$ cat config.mk
export PLATFORM = sky130hd
export DESIGN_NAME = sdram_arbiter
export DESIGN_NICKNAME = d
export VERILOG_FILES = /design/src/rtl/sdram_arbiter.sv
export SDC_FILE = /design/constraint.sdc
export NUM_CORES = 1
export LEC_CHECK = 0
export ABC_AREA = 0
export CAP_MARGIN = 15
export CORE_MARGIN = 10
export CORE_UTILIZATION = 32
export CTS_BUF_LIST = sky130_fd_sc_hd__clkbuf_8
export CTS_CLUSTER_SIZE = 8
export DETAILED_ROUTE_END_ITERATION = 10
export GPL_ROUTABILITY_DRIVEN = 0
export PLACE_DENSITY_LB_ADDON = 0.3
export SETUP_SLACK_MARGIN = 0.1
export SYNTH_ARGS = -nofsm -noshare
export SYNTH_HDL_FRONTEND = slang
export SYNTH_SLANG_ARGS = --single-unit
$ cat constraint.sdc
create_clock -name i_Clk -period 2.2 [get_ports i_Clk]
set_input_delay 0.22 -clock i_Clk [delete_from_list [all_inputs] [get_ports i_Clk]]
set_output_delay 0.22 -clock i_Clk [all_outputs]
set_load 0.01 [all_outputs]
$ cat src/rtl/sdram_arbiter.sv
// Two-client arbiter for the SDRAM controller command port: the display refill client has real-time priority,
// and the Mandelbrot processor owns the port by default through its request/yield handshake.
module sdram_arbiter #(
   parameter int PROC_MIN_SLOT = 16,
   parameter int SLOT_W        = 8
) (
   input  logic        i_Clk,
   input  logic        i_Reset,
   input  logic        i_Disp_Req,
   input  logic [1:0]  i_Disp_Command,
   input  logic [21:0] i_Disp_Address,
   input  logic [31:0] i_Disp_Write_Data,
   output logic        o_Disp_Grant,
   output logic        o_Disp_Read_Valid,
   output logic        o_Disp_Write_Done,
   output logic        o_Proc_SDRAM_Requested,
   input  logic        i_Proc_Yield,
   input  logic [1:0]  i_Proc_Command,
   input  logic [21:0] i_Proc_Address,
   input  logic [31:0] i_Proc_Write_Data,
   output logic        o_Proc_Read_Valid,
   output logic        o_Proc_Write_Done,
   output logic [1:0]  o_Command,
   output logic [21:0] o_Data_Address,
   output logic [31:0] o_Data_Write,
   input  logic        i_Data_Read_Valid,
   input  logic        i_Data_Write_Done,
   output logic        o_Protocol_Error,
   output logic [15:0] o_Disp_Grant_Count
);

   // Command encoding shared with the SDRAM controller.
   localparam logic [1:0] CMD_IDLE = 2'd0;

   typedef enum logic [1:0] {ST_PROC, ST_REQ, ST_DISP} state_t;

   state_t            r_state;
   logic [SLOT_W-1:0] r_slot;
   logic              r_first_disp;
   logic              r_disp_grant;
   logic              r_proc_req;
   logic              r_error;
   logic [15:0]       r_grant_cnt;

   logic w_owner_disp;
   logic w_disp_cmd_err;
   logic w_yield_err;

   assign w_owner_disp   = (r_state == ST_DISP);
   assign w_disp_cmd_err = !w_owner_disp && (i_Disp_Command != CMD_IDLE);
   // The processor still driving a command on the first display cycle means it never really yielded.
   assign w_yield_err    = r_first_disp && (i_Proc_Command != CMD_IDLE);

   always_comb begin
      o_Command      = i_Proc_Command;
      o_Data_Address = i_Proc_Address;
      o_Data_Write   = i_Proc_Write_Data;
      if (w_owner_disp) begin
         o_Command      = w_yield_err ? CMD_IDLE : i_Disp_Command;
         o_Data_Address = i_Disp_Address;
         o_Data_Write   = i_Disp_Write_Data;
      end
   end

   assign o_Disp_Read_Valid      = w_owner_disp & i_Data_Read_Valid;
   assign o_Disp_Write_Done      = w_owner_disp & i_Data_Write_Done;
   assign o_Proc_Read_Valid      = !w_owner_disp & i_Data_Read_Valid;
   assign o_Proc_Write_Done      = !w_owner_disp & i_Data_Write_Done;
   assign o_Disp_Grant           = r_disp_grant;
   assign o_Proc_SDRAM_Requested = r_proc_req;
   assign o_Protocol_Error       = r_error;
   assign o_Disp_Grant_Count     = r_grant_cnt;

   always_ff @(posedge i_Clk or posedge i_Reset) begin
      if (i_Reset) begin
         r_state      <= ST_PROC;
         r_slot       <= '0;
         r_first_disp <= 1'b0;
         r_disp_grant <= 1'b0;
         r_proc_req   <= 1'b0;
         r_error      <= 1'b0;
         r_grant_cnt  <= '0;
      end else begin
         if (w_disp_cmd_err || w_yield_err)
            r_error <= 1'b1;
         r_first_disp <= 1'b0;
         case (r_state)
            ST_PROC: begin
               if (r_slot != '0)
                  r_slot <= r_slot - 1'b1;
               if (i_Disp_Req && (r_slot == '0)) begin
                  r_state    <= ST_REQ;
                  r_proc_req <= 1'b1;
               end
            end
            ST_REQ: begin
               // A withdrawn request wins over a same-cycle yield.
               if (!i_Disp_Req) begin
                  r_state    <= ST_PROC;
                  r_proc_req <= 1'b0;
               end else if (i_Proc_Yield) begin
                  r_state      <= ST_DISP;
                  r_disp_grant <= 1'b1;
                  r_first_disp <= 1'b1;
                  r_grant_cnt  <= r_grant_cnt + 16'd1;
               end
            end
            ST_DISP: begin
               if (!i_Disp_Req && (i_Disp_Command == CMD_IDLE)) begin
                  r_state      <= ST_PROC;
                  r_slot       <= SLOT_W'(PROC_MIN_SLOT);
                  r_disp_grant <= 1'b0;
                  r_proc_req   <= 1'b0;
               end
            end
            default: r_state <= ST_PROC;
         endcase
      end
   end

endmodule

# After elaboration in Yosys (flattened, before gate mapping)
# Index checks and enable logic that the tools add are counted.
classes:
  n_addsub: 2
  eq_ne: 9
  n_reduce_logical: 21
  mux: 22
  bitwise_logic: 4
op_table:
  columns: ["op", "n"]
  rows:
  - ["32-bit two-way mux", 1]
  - ["22-bit two-way mux", 1]
  - ["16-bit by 1-bit adder with 16-bit output (second input constant)", 1]
  - ["8-bit two-way mux", 2]
  - ["8-bit case mux with 2 select lines", 1]
  - ["2-bit two-way mux", 6]
  - ["2-bit inequality test (second input constant)", 5]
  - ["3-bit AND reduction", 3]
  - ["8-bit logical NOT", 1]
  - ["1-bit two-way mux", 8]
  - ["4-bit AND reduction", 2]
  - ["2-bit nonzero test", 4]
  - ["8-bit nonzero test", 1]
  - ["8-bit by 1-bit subtractor with 8-bit output (second input constant)", 1]
  - ["2-bit case mux with 3 select lines", 1]
  - ["1-bit AND", 4]
  - ["1-bit logical AND", 4]
  - ["2-bit logical NOT", 2]
  - ["3-bit inequality test (second input constant)", 1]
  - ["1-bit case mux with 3 select lines", 1]
  - ["3-bit nonzero test", 1]
  - ["2-bit by 1-bit == test with 1-bit output (second input constant)", 1]
  - ["2-bit == test (second input constant)", 1]
  - ["1-bit logical NOT", 2]
  - ["other kinds (3)", 3]
totals:
  out_inout_bits: 79
  ff_bits: 30
  input_bits: 118
  word_cells: 65

# Logic depth before layout (Yosys ltp)
# Gate-level depths: netlist of run 1.
logic_depth:
  ltp_word: 4
  ltp_mapped: 8
  ltp_nobuf: 6

# Least setup slack after synthesis of run 1
# No wires, ideal clock.
synth_timing:
  kind: "register -> register"
  start: "reg r_slot[4]"
  end: "reg r_state[0]"
  stages_incl_launch_ff: 6
  setup_time_ps: 128
  required_time_ps: 2072
  path_slack_ps: 207
  arrival_time_ps: 1866
  cell_sequence: "dfrtp_1 > or4_1 > buf_6 > o41ai_4 > o211ai_1 > mux2_1"
synth_via:
  elab_chain_cells: 4
synth_rtl:
  columns: ["element", "line_no", "rtl"]
  rows:
  - ["from (decl)", "38", "logic [SLOT_W-1:0] r_slot;"]
  - ["from (signal assigned)", "90", "r_slot <= r_slot - 1'b1;"]
  - ["from (signal assigned)", "111", "r_slot <= SLOT_W'(PROC_MIN_SLOT);"]
  - ["8-bit logical NOT", "91", "if (i_Disp_Req && (r_slot == '0)) begin"]
  - ["1-bit logical AND", "91", null]
  - ["2-bit inequality test (no source line)", null, null]
  - ["3-bit AND reduction (no source line)", null, null]
  - ["to (signal assigned)", "92", "r_state <= ST_REQ;"]
  - ["to (signal assigned)", "99", "r_state <= ST_PROC;"]
  - ["to (signal assigned)", "102", "r_state <= ST_DISP;"]
  - ["to (decl)", "37", "state_t r_state;"]
# Every way passes these cells.
# A chain may end at the register's enable or synchronous reset.

# Final worst setup path of run 1
layout_timing:
  start: "reg r_state[0]"
  end: "out o_Data_Write[6]"
layout_via:
  elab_chain_cells: 2
layout_rtl:
  columns: ["element", "line_no", "rtl"]
  rows:
  - ["from (signal assigned)", "76", "r_state <= ST_PROC;"]
  - ["from (signal assigned)", "92", null]
  - ["from (signal assigned)", "99", null]
  - ["2-bit == test", "49", "assign w_owner_disp = (r_state == ST_DISP);"]
  - ["32-bit two-way mux", "58", "if (w_owner_disp) begin"]
  - ["to (decl)", "25", "output logic [31:0] o_Data_Write,"]
# Every way passes these cells.

==> results.py, run 1 <==
metrics = {
    "synthesis": {
        "async_flop_share_pct": 100.0,
        "postSynthAreaPerCell_um2": 10.22,
        "yosysUniqueCellTypes": 38,
        "netlist_instances": 217,
        "synth_fp_nets": 341,
        "synth_ff_type": "dfrtp_1",
        "synth_compound_area_share_pct": 8.855,
        "yosys.area_share.simple_pct": 15.40,
        "ys_seq_area_share_pct": 33.84,
        "synthAdderAreaFrac_pct": 3.384,
        "synth-edff-count": 0,
        "ys_warn_count": 0,
        "synth.top_cell.area_share_pct": 33.84,
        "yosysTopAreaCell": "dfrtp_1",
        "yosys_register_bits": 30,
        "synth.area.mux_share_pct": 28.88,
        "synth_area_leaders": "dfrtp_1, mux2_2, ha_1",
        "synth_xor_xnor_area_share_pct": 5.922,
        "syn_area_um2": 2218,
        "synth_top_family_by_area": "multiplexers",
    },
    "worst_setup_path": {
        "r2r-start": "r_slot[4]",
        "reg2reg_depth": 4,
        "startpoint": "r_state[0]",
        "worstSetupEndpoint": "o_Data_Write[6]",
        "cp-start-kind": "flop",
        "arrival_ns": 1.85,
        "setup.worst_path.class": "reg -> out",
        "path_max_fanout": 11,
        "path_cells": "inv_2 -> ha_4 -> clkbuf_16 -> mux2_2 -> dlygate4sd2_1",
        "critPathSlowestCell": "dfrtp_1",
        "rrSetupSlack_ns": 0.23,
        "required_ns": 1.98,
        "crit_path_end_kind": "output port",
        "cp_slowest_stage_delay_ns": 0.39,
        "worst_r2r_endpoint": "r_slot[3]",
    },
    "timing": {
        "fmax_ghz": 0.4825,
        "period_share_pct": 94.21,
        "drv_slew": 0,
        "finalSetupViolations": 0,
        "clock_skew_ns": 0.01106,
        "min_period_ns": 2.073,
        "rsz0062_at_grt": "true",
        "whs_ns": 0.3152,
        "hold_violations": 0,
        "relSlewSlack_pct": 71.21,
        "timing.setup.tns_ns": 0,
        "timing.final.ws_setup_ns": 0.1274,
        "worst_slew_pin_slew_ns": 0.4318,
    },
    "layout": {
        "regArea_um2": 750.7,
        "syn_to_final_growth_pct": 101.0,
        "fin_cells": 504,
        "final_area_um2": 4459,
        "multiInputGateArea_um2": 1409,
        "drive_gt1_share_pct": 19.39,
        "nets": 546,
        "fillers": 562,
    },
    "pwr": {
        "ir_worst_vdd_mv": 0.7891,
        "cellPowerDensity_nw_per_um2": 824.9,
        "p_leak_nw": 1.945,
    },
    "cts": {
        "cts_hold_buf": 0,
        "cts.htree.levels": 2,
        "root_buffer": "clkbuf_8",
        "clock_sinks": 30,
        "clk_latency_ns": 0.29,
        "clk_pin_slew_ns": 0.07,
        "cts_tree": "yes",
        "ctsLongestPathBuffers": 2,
        "cts_buffers": 5,
    },
    "status": {
        "status": "complete, no violations",
    },
    "route": {
        "ant_nets": 0,
        "wl_per_cell_um": 21.83,
        "drtIter0Drc": 183,
        "routed_via_density": 4.913,
        "drt_pass1_iterations": 4,
        "wl_mm": 11.00,
        "vias": 2476,
        "drc": 0,
    },
    "floorplan": {
        "fp.dieW_um": 103.3,
        "design.core.area_um2": 6756,
        "start_util_pct": 32.83,
        "dieArea_um2": 10660,
        "io_pins": 197,
        "die_h_um": 103.3,
        "placementRows": 30,
    },
    "worst_hold_path": {
        "min_path_type": "in -> async",
    },
    "flow_run": {
        "cap_violations": 0,
    },
    "grt": {
        "overflow": 0,
        "grt_max_degree": 31,
        "track_usage_pct": 18.57,
        "grt_pass1_vias": 2625,
        "grt_pass1_wl_mm": 14.96,
        "grt_antenna_before_repair": 1,
    },
    "placed_design": {
        "dpl_worst_slack_ns": 0.06028,
        "io_buffers": 196,
        "dp.cells": 492,
        "placed_area_um2": 4347,
        "dp_hpwl_mm": 8.995,
    },
}
==> Yosys cell counts (5+ instances only) <==
master	count
mux2_2	55
dfrtp_1	30
nand2_1	12
nand3_1	11
nor2_1	11
inv_1	9
xor2_1	8
xnor2_1	7
ha_1	6
buf_1	5
clkbuf_1	5
nor4_1	5
o21ai_0	5
==> sequential cells by signal (all words and copies together), names as in the netlist <==
name / count
o_Disp_Grant: 1
o_Proc_SDRAM_Requested: 1
o_Protocol_Error: 1
r_slot: 8
r_state: 2
r_first_disp: 1
o_Disp_Grant_Count: 16
==> report_power, final <==
group / total [mW] / switching [mW] / internal, mW / leakage, nW
Combinational: 2.34 / 1.05 / 1.29 / 1.51
Sequential: 0.875 / 0.172 / 0.703 / 0.379
Clock: 0.466 / 0.219 / 0.247 / 0.0524
==> worst min-delay path by stage <==
stage / endpoint / cells past startpoint
floorplan: o_Disp_Grant / 1
global placement: o_Protocol_Error / 2
detailed placement: o_Disp_Grant_Count[15] / 1
CTS: r_slot[6] / 3
global route: o_Disp_Grant_Count[15] / 3
finish: o_Disp_Grant_Count[15] / 3
==> layer usage <==
| metal | GRT usage [%] | vias to the layer above | routed length [um] |
|---|---|---|---|
| met2 | 33.25 | 108 | 5847 |
| met1 | 19.68 | 1158 | 4023 |
| met5 | 0 | - | 0 |
| li1 | - | 1203 | - |
| met4 | 3.850 | 0 | 75 |
| met3 | 8.239 | 7 | 1055 |
==> timing repair <==
action                     4_1_cts  5_1_grt
setup buffers                    0        1
cloned                           0        2
setup endpoints to repair       59       44
resized for setup               61        4
pin swaps                        0        1
==> stage by stage <==
step / util [%] / total power, mW
final: 66.00 / 3.678
after global routing: 66.00 / 3.920
after CTS: 64.89 / 3.597
after detailed placement: 64.33 / 3.258
after global placement: 64.33 / 3.206
after floorplan: - / 2.063
==> layout make-up <==
class                           count  share of cell area, %
Timing Repair Buffer              209                  46.46
Multi-Input combinational cell    167                  31.59
Sequential cell                    30                  16.84
Tap cell                           80                  2.245
Clock buffer                        6                  1.852
Inverter                            9                 0.7576
Clock inverter                      2                 0.1964
Antenna cell                        1                0.05612
==> worst max-delay path, delay by kind of cell (launching register included) <==
family,cells,cell delay (ns)
muxes,1,0.33
buffers and inverters,3,0.59
adders and majority gates,1,0.25
DFF,1,0.39
==> cell usage in the layout (no fill, tap or decap), drive strengths merged, types with 4 or more instances in the layout <==
cell type and count:
clkbuf 8, nand2 12, nor4 5, nand4 4
xor2 8, dfrtp 30, ha 6, xnor2 7
o21ai 6, buf 11, nand3 11, dlygate4sd2 57
clkdlybuf4s50 136, nor2 11, mux2 56, and3 4
inv 10, nor3 4, o31ai 4
==> kinds of logic after synthesis <==
| family | Yosys count |
|---|---|
| AND/OR/NAND/NOR | 65 |
| multiplexers | 57 |
| flip-flops | 30 |
| AO/OA/AOI/OAI | 24 |
| buffers and inverters | 20 |
| XOR/XNOR | 15 |
| adder cells (fa/ha/maj) | 6 |
(Power assumes the default switching activity.)
==> run 2: changes to the inputs <==
Settings changed: CAP_MARGIN 15 to 20.
==> results of run 2 <==
The final DEF is identical to that of run 1; final timing and power are the same.
==> run 3: changes to the inputs <==
Settings changed: RECOVER_POWER from default to 25, SLEW_MARGIN from default to 20.
==> run 3 against run 2 <==
  * Largest power group unchanged
  * Routed wire length is essentially flat
  * The run now ends with max-capacitance violations, max-slew violations left
  * Sequential share of layout area is essentially flat
  * Largest cell class unchanged
  * Setup slack is the same
  * Design area is essentially flat
  * Non-clock buffer count is the same
  * Combinational power is essentially flat
  * Global-route usage is the same
  * Flip-flop and latch count is the same
==> results.py, run 3 (synthesis results as in run 1) <==
metrics = {
    "worst_hold_path": {
        "holdCritStartpoint": "o_Disp_Grant_Count[15]",
        "hold_path_end": "o_Disp_Grant_Count[15]",
        "min_path_type": "reg -> reg",
        "hold_depth": 1,
    },
    "worst_setup_path": {
        "required_ns": 1.98,
        "r2r-start": "r_slot[4]",
        "worst_r2r_endpoint": "r_slot[3]",
        "setup.worst_path.class": "reg -> out",
        "arrival_ns": 1.85,
        "rrSetupSlack_ns": 0.23,
        "reg2reg_depth": 4,
        "crit_path_end_kind": "output port",
        "cp-start-kind": "flop",
        "path_max_fanout": 11,
    },
    "floorplan": {
        "io_pins": 197,
        "design.core.area_um2": 6756,
        "die_h_um": 103.3,
        "dieArea_um2": 10660,
        "fp.dieW_um": 103.3,
        "start_util_pct": 32.83,
        "placementRows": 30,
    },
    "timing": {
        "timing.final.ws_setup_ns": 0.1274,
        "rsz0062_at_grt": "true",
        "fmax_ghz": 0.4825,
        "whs_ns": 0.4689,
        "period_share_pct": 94.21,
        "timing.setup.tns_ns": 0,
        "finalSetupViolations": 0,
        "min_period_ns": 2.073,
        "worst_slew_pin_slew_ns": 1.670,
        "relSlewSlack_pct": -11.36,
        "hold_violations": 0,
        "clock_skew_ns": 0.01106,
        "drv_slew": 31,
    },
    "layout": {
        "largest_reg_flops": 16,
        "layout_common_cells": "clkdlybuf4s50_1, dlygate4sd2_1, mux2_2",
        "layout_commonest_cell": "clkdlybuf4s50_1",
        "syn_to_final_growth_pct": 100.8,
        "nets": 546,
        "drive_gt1_share_pct": 19.15,
        "fillers": 564,
    },
    "cts": {
        "clock_sinks": 30,
        "cts.htree.levels": 2,
        "clk_pin_slew_ns": 0.07,
        "clk_latency_ns": 0.29,
        "cts_hold_buf": 0,
        "cts_tree": "yes",
        "root_buffer": "clkbuf_8",
        "cts_buffers": 5,
        "ctsLongestPathBuffers": 2,
    },
    "route": {
        "drc": 0,
        "ant_nets": 0,
        "wl_per_cell_um": 21.82,
        "drtIter0Drc": 183,
        "vias": 2476,
        "wl_mm": 11.00,
        "drt_pass1_iterations": 4,
        "routed_via_density": 4.913,
    },
    "status": {
        "status": "finished, violations left",
        "failed_checks": "max-capacitance violations, max-slew violations",
    },
    "flow_run": {
        "cap_violations": 1,
    },
    "grt": {
        "grt_antenna_before_repair": 1,
        "grt_pass1_vias": 2625,
        "track_usage_pct": 18.57,
        "overflow": 0,
        "grt_pass1_wl_mm": 14.96,
        "grt_max_degree": 31,
    },
    "placed_design": {
        "dpl_worst_slack_ns": 0.06028,
        "io_buffers": 196,
        "dp_hpwl_mm": 8.995,
    },
    "pwr": {
        "cellPowerDensity_nw_per_um2": 825.4,
        "p_leak_nw": 1.945,
        "total_power_mw": 3.677,
        "ir_worst_vdd_mv": 0.7890,
    },
}
## run 3: cell types whose count changed in the layout (fill, tap and decap cells not counted), sizes merged
cell           change
buf                -1
clkbuf             +1
clkdlybuf4s50      -1
dlygate4sd3        +1
## run 3: layer usage
metal,track usage (%),up-vias,wire length [um]
li1,-,1203,-
met5,0,-,0
met2,33.25,108,5846
met4,3.850,0,75
met3,8.239,7,1055
met1,19.68,1158,4021
## run 3: area by class of cell
type / count / area (um^2) / share of cell area [%]
antenna: 1 / 2.502 / 0.05616
clock buffer: 6 / 82.58 / 1.853
sequential: 30 / 750.7 / 16.85
tap: 80 / 100.1 / 2.247
clock inverter: 2 / 8.758 / 0.1966
multi-input combinational: 167 / 1409 / 31.62
inverter: 9 / 33.78 / 0.7582
timing repair buffer: 209 / 2068 / 46.42
## run 3: power breakdown
group / internal, mW / leakage, nW / switching [mW] / total, mW
sequential: 0.703 / 0.379 / 0.172 / 0.875
combinational: 1.29 / 1.51 / 1.05 / 2.34
clock: 0.247 / 0.0524 / 0.219 / 0.466
total: 2.24 / 1.94 / 1.44 / 3.68
## run 3: how the worst max path moves through the flow
| stage | depth (start not counted) | from | slack (ns) | endpoint |
|---|---|---|---|---|
| floorplan | 5 | r_slot[4] | 0.21 | r_state[0] |
| detailed placement | 4 | r_slot[4] | 0.06 | r_state[0] |
| CTS | 5 | r_state[0] | 0.1 | o_Disp_Read_Valid |
| finish | 5 | r_state[0] | 0.13 | o_Data_Write[6] |
| global placement | 4 | r_slot[4] | 0.13 | r_state[0] |
| global route | 5 | r_state[0] | 0.07 | o_Data_Address[2] |
## run 3: through the flow
| step | std cells | utilization [%] | instance area [um^2] |
|---|---|---|---|
| floorplan | 217 | - | 2218 |
| global placement | 492 | 64.33 | 4347 |
| detailed placement | 492 | 64.33 | 4347 |
| CTS | 500 | 64.89 | 4384 |
| global route | 504 | 65.94 | 4456 |
| finish | 504 | 65.94 | 4456 |
## run 3: timing repair
action                     4_1_cts  5_1_grt
cloned                           0        2
setup endpoints to repair       59       44
pin swaps                        0        1
gates resized for setup         61        4
setup buffers                    0        1
## run 3: worst max-delay path, cell delays in order (launching register included)
cell and delay [ns]:
dfrtp_1 0.39, inv_2 0.09, ha_4 0.25, clkbuf_16 0.20
mux2_2 0.33, dlygate4sd2_1 0.30
